`src/rtl/countdown_timer.sv`:
```
// Loadable down-counter with run/hold/idle control, optional auto-reload,
// and a registered one-cycle done pulse on expiry or on a zero load.
module countdown_timer #(
    parameter int unsigned WIDTH = 6
) (
    input  logic             clock,
    input  logic             clear,
    input  logic             load,
    input  logic [WIDTH-1:0] load_value,
    input  logic             enable,
    input  logic             stop,
    input  logic             auto_reload,
    output logic [WIDTH-1:0] count,
    output logic             busy,
    output logic             done
);

    localparam logic [1:0] S_IDLE = 2'd0;
    localparam logic [1:0] S_RUN  = 2'd1;
    localparam logic [1:0] S_HOLD = 2'd2;

    logic [1:0]       state_q,  state_d;
    logic [WIDTH-1:0] count_q,  count_d;
    logic [WIDTH-1:0] reload_q, reload_d;
    logic             done_q,   done_d;
    logic             busy_q,   busy_d;

    // State and output registers; clear discards any countdown in flight.
    always_ff @(posedge clock or negedge clear) begin
        if (!clear) begin
            state_q  <= S_IDLE;
            count_q  <= '0;
            reload_q <= '0;
            done_q   <= 1'b0;
            busy_q   <= 1'b0;
        end else begin
            state_q  <= state_d;
            count_q  <= count_d;
            reload_q <= reload_d;
            done_q   <= done_d;
            busy_q   <= busy_d;
        end
    end

    // Next-state logic: load beats stop, stop beats expiry.
    always_comb begin
        state_d  = state_q;
        count_d  = count_q;
        reload_d = reload_q;
        done_d   = 1'b0;

        if (load) begin
            count_d  = load_value;
            reload_d = load_value;
            if (load_value == '0) begin
                state_d = S_IDLE;
                done_d  = 1'b1;
            end else begin
                state_d = enable ? S_RUN : S_HOLD;
            end
        end else if (stop && (state_q != S_IDLE)) begin
            state_d = S_IDLE;
        end else begin
            case (state_q)
                S_IDLE: begin
                    state_d = S_IDLE;
                end
                S_HOLD: begin
                    if (enable) begin
                        state_d = S_RUN;
                    end
                end
                S_RUN: begin
                    if (!enable) begin
                        state_d = S_HOLD;
                    end else if (count_q == WIDTH'(1)) begin
                        done_d = 1'b1;
                        if (auto_reload) begin
                            count_d = reload_q;
                        end else begin
                            count_d = '0;
                            state_d = S_IDLE;
                        end
                    end else if (count_q == '0) begin
                        // Unreachable guard: never wrap below zero.
                        state_d = S_IDLE;
                    end else begin
                        count_d = count_q - WIDTH'(1);
                    end
                end
                default: begin
                    state_d = S_IDLE;
                end
            endcase
        end

        busy_d = (state_d != S_IDLE);
    end

    assign count = count_q;
    assign busy  = busy_q;
    assign done  = done_q;

endmodule
```
`config.mk`:
```
export PLATFORM = sky130hd
export DESIGN_NAME = countdown_timer
export DESIGN_NICKNAME = d
export VERILOG_FILES = /design/src/rtl/countdown_timer.sv
export SDC_FILE = /design/constraint.sdc
export NUM_CORES = 1
export LEC_CHECK = 0
export ABC_AREA = 1
export BUFFER_PORTS_ARGS = -buffer_cell sky130_fd_sc_hd__buf_4
export CORE_MARGIN = 2
export CORE_UTILIZATION = 54
export DETAILED_ROUTE_END_ITERATION = 10
export GPL_TIMING_DRIVEN = 1
export PLACE_DENSITY_LB_ADDON = 0.2
export SYNTH_ARGS = -nofsm -noshare
export SYNTH_HDL_FRONTEND = slang
export SYNTH_SLANG_ARGS = --single-unit
export TNS_END_PERCENT = 50
```
`constraint.sdc`:
```
create_clock -name clock -period 1.7 [get_ports clock]
set_clock_uncertainty 0.15 [all_clocks]
set_input_delay 0.34 -clock clock [delete_from_list [all_inputs] [get_ports clock]]
set_output_delay 0.34 -clock clock [all_outputs]
set_load 0.05 [all_outputs]
```
==> metrics.txt <==
Root Buffer clkbuf_4; grt ovf 0; dominant cell type by area after synthesis dfrtp_1; max_slew headroom 82.2%; Routed Antenna Nets 0; Multi-input gate area 612 um^2; Final GP Congestion 0.907; cell mode on critical path nand2_1; # fillers 182; all-layer global routing usage 22.7%; 1st-pass router iterations 4; first-pass GRT wire length 4.20 mm; final hold violation count 0; Tot Pwr 1.29 mW; Max IR drop VDD 0.000742 V; Bufs and invs on worst path 2; Yosys warnings 0; Initial Utilization 56.4%; H-Tree Depth 1; clk slew on worst S/H paths 0.10 ns; fin. max-slew vios 0; Mapped Nets 170; post-synth top area share 37.0%; Final Setup Violations 0; Placement Setup Slack 0.0798 ns; Die Area 2380 um^2; Mapped Cells 153; Peak Freq 638 MHz; Max FO, Critical Path 6; Setup CP Type register to register; num ports 20; CTS Buffer Depth 2; status finished clean; NumNets Final 197; largest net degree at the start of global routing 17; number of buffers created by CTS 3; Setup Total Neg Slack 0 ns; Syn Area/Cell 7.08 um^2; crit-path max cell delay 0.44 ns; crit-path cells inv_1, ha_1, nand2_1, nor2_2, nand2_2, nand2_4, clkinv_2, nand2_1, nand3_2; Mapped Area 1080 um^2; CP required 1.73 ns; area occupied by registers 404 um^2; Worst Tran Pin Value 0.267 ns; final core utilization 70.0%; DR vias 1040; Die Span Y 48.8 um; Tcrit/Tclk final 92.1%; WL final 2.50 mm; Synth-to-Final Area Change 24.1%; DRC 0; WL/cell 12.1 um; core area 1920 um^2; antenna cells 0; share of cells above drive strength 1 26.3%; CTS tree done; Final Worst Setup Slack 0.134 ns; vias in the first global route 989; number of distinct library cells after synthesis 22; Max Cap Violations 0; RSZ-0062 raised after global routing false; Hold WC Path Type input pin to register; minimum clock period after layout 1.57 ns; leak pwr 0.727 nW; leading cell type in the layout, fill and taps excluded nand2_1; port bufs 19; antenna violations before repair 0; row cnt 16; Worst-Skew Late Latency 0.29 ns; data arrival time of the worst path 1.60 ns; top cells by area, synth dfrtp_1 (37%), nand2_1 (20%), inv_1 (5.9%); CTS sink cnt 16; startpoint types register; Die Width 48.8 um; most frequent cells in the layout nand2_1 (58), buf_4 (23), inv_1 (17); DR iter-0 viols 15; vias per inst 5.05; Critical Path End Type register; #FFs+latches synth 16; Worst path top cell family by delay simple AND/OR/NAND/NOR gates; P per Cell Area 960 nW/um^2; Seq/Total Area, Yosys 37.0%; Detail Placement HPWL 1.82 mm; CP max stage cell dfrtp_2
[final cells by class]
class / instances / area share, %
Inverter: 20 / 5.67
Sequential cell: 16 / 30.0
Timing Repair Buffer: 24 / 13.6
Multi-Input combinational cell: 115 / 45.5
Clock buffer: 4 / 2.70
Tap cell: 27 / 2.51
[synth_stat cells]
master / instances
nand4_1: 1
ha_1: 5
nor2_4: 3
a21boi_0: 1
inv_1: 17
xor2_1: 2
o21ai_1: 2
nand4_2: 1
nand3_1: 12
nor2_2: 2
dfrtp_1: 16
nand2_1: 58
inv_2: 2
o21ai_0: 6
clkinv_2: 1
nand3_2: 2
nand3_4: 1
nand2_2: 2
nor2_1: 12
a21oi_1: 4
buf_2: 2
nand2_4: 1
[flip-flops by register name (all words and copies together) (netlist names)]
| signal | cells |
|---|---|
| done | 1 |
| reload_q | 6 |
| count | 6 |
| state_q | 2 |
| busy | 1 |
[path summary, 6_finish.rpt]
kind                                    startpoint                 endpoint  slack, ns  depth (start not counted)
setup / recovery              state_q[1]$_DFF_PN0_     count[3]$_DFFE_PN0P_       0.13                          9
hold / removal                       load_value[0]  reload_q[0]$_DFFE_PN0P_       0.13                          3
setup reg to reg              state_q[1]$_DFF_PN0_     count[3]$_DFFE_PN0P_       0.13                          9
hold reg to reg            reload_q[3]$_DFFE_PN0P_  reload_q[3]$_DFFE_PN0P_       0.34                          2
max in group asynchronous                    clear     count[0]$_DFFE_PN0P_       0.90                          2
min in group asynchronous                    clear     count[5]$_DFFE_PN0P_       0.29                          2
[tightest hold or removal path, delay by kind of cell]
family                 cells  cell delay [ns]
AND/OR/NAND/NOR            2             0.12
buffers and inverters      1             0.08
[cell families after synthesis]
group | Yosys count | share of synthesized area (%)
buffers and inverters | 22 | 7.97
AND/OR/NAND/NOR | 95 | 41.5
flip-flops | 16 | 37.0
XOR/XNOR | 2 | 1.62
AO/OA/AOI/OAI | 13 | 6.24
adder cells (fa/ha/maj) | 5 | 5.77
[per-layer routing]
layer	routed length (um)	GRT usage, %	vias up
met3	138	3.68	9
li1	-	-	526
met4	60	10.0	0
met2	1170	36.8	44
met1	1130	29.9	461
met5	0	0	-
[power by group]
part | internal [mW] | switching (mW) | leakage [nW]
clock network | 0.131 | 0.127 | 0.0210
logic | 0.187 | 0.351 | 0.512
registers | 0.431 | 0.0657 | 0.195
total | 0.748 | 0.543 | 0.727
[metrics by stage]
step	area, um^2	std cells	hold slack (ns)
4_1_cts	1310	204	0.124
3_5_place_dp	1270	199	0.0642
3_3_place_gp	1270	199	0.0618
5_1_grt	1350	206	0.129
2_1_floorplan	1090	153	-0.106
6_report	1350	206	0.131
[repair_timing]
| item | 4_1_cts | 5_1_grt |
|---|---|---|
| hold endpoints to repair | 16 | 0 |
| resized for setup | 0 | 4 |
| hold buffers | 1 | 0 |
| setup buffers | 0 | 2 |
| setup endpoints to repair | 0 | 9 |
(Power assumes the default switching activity.)
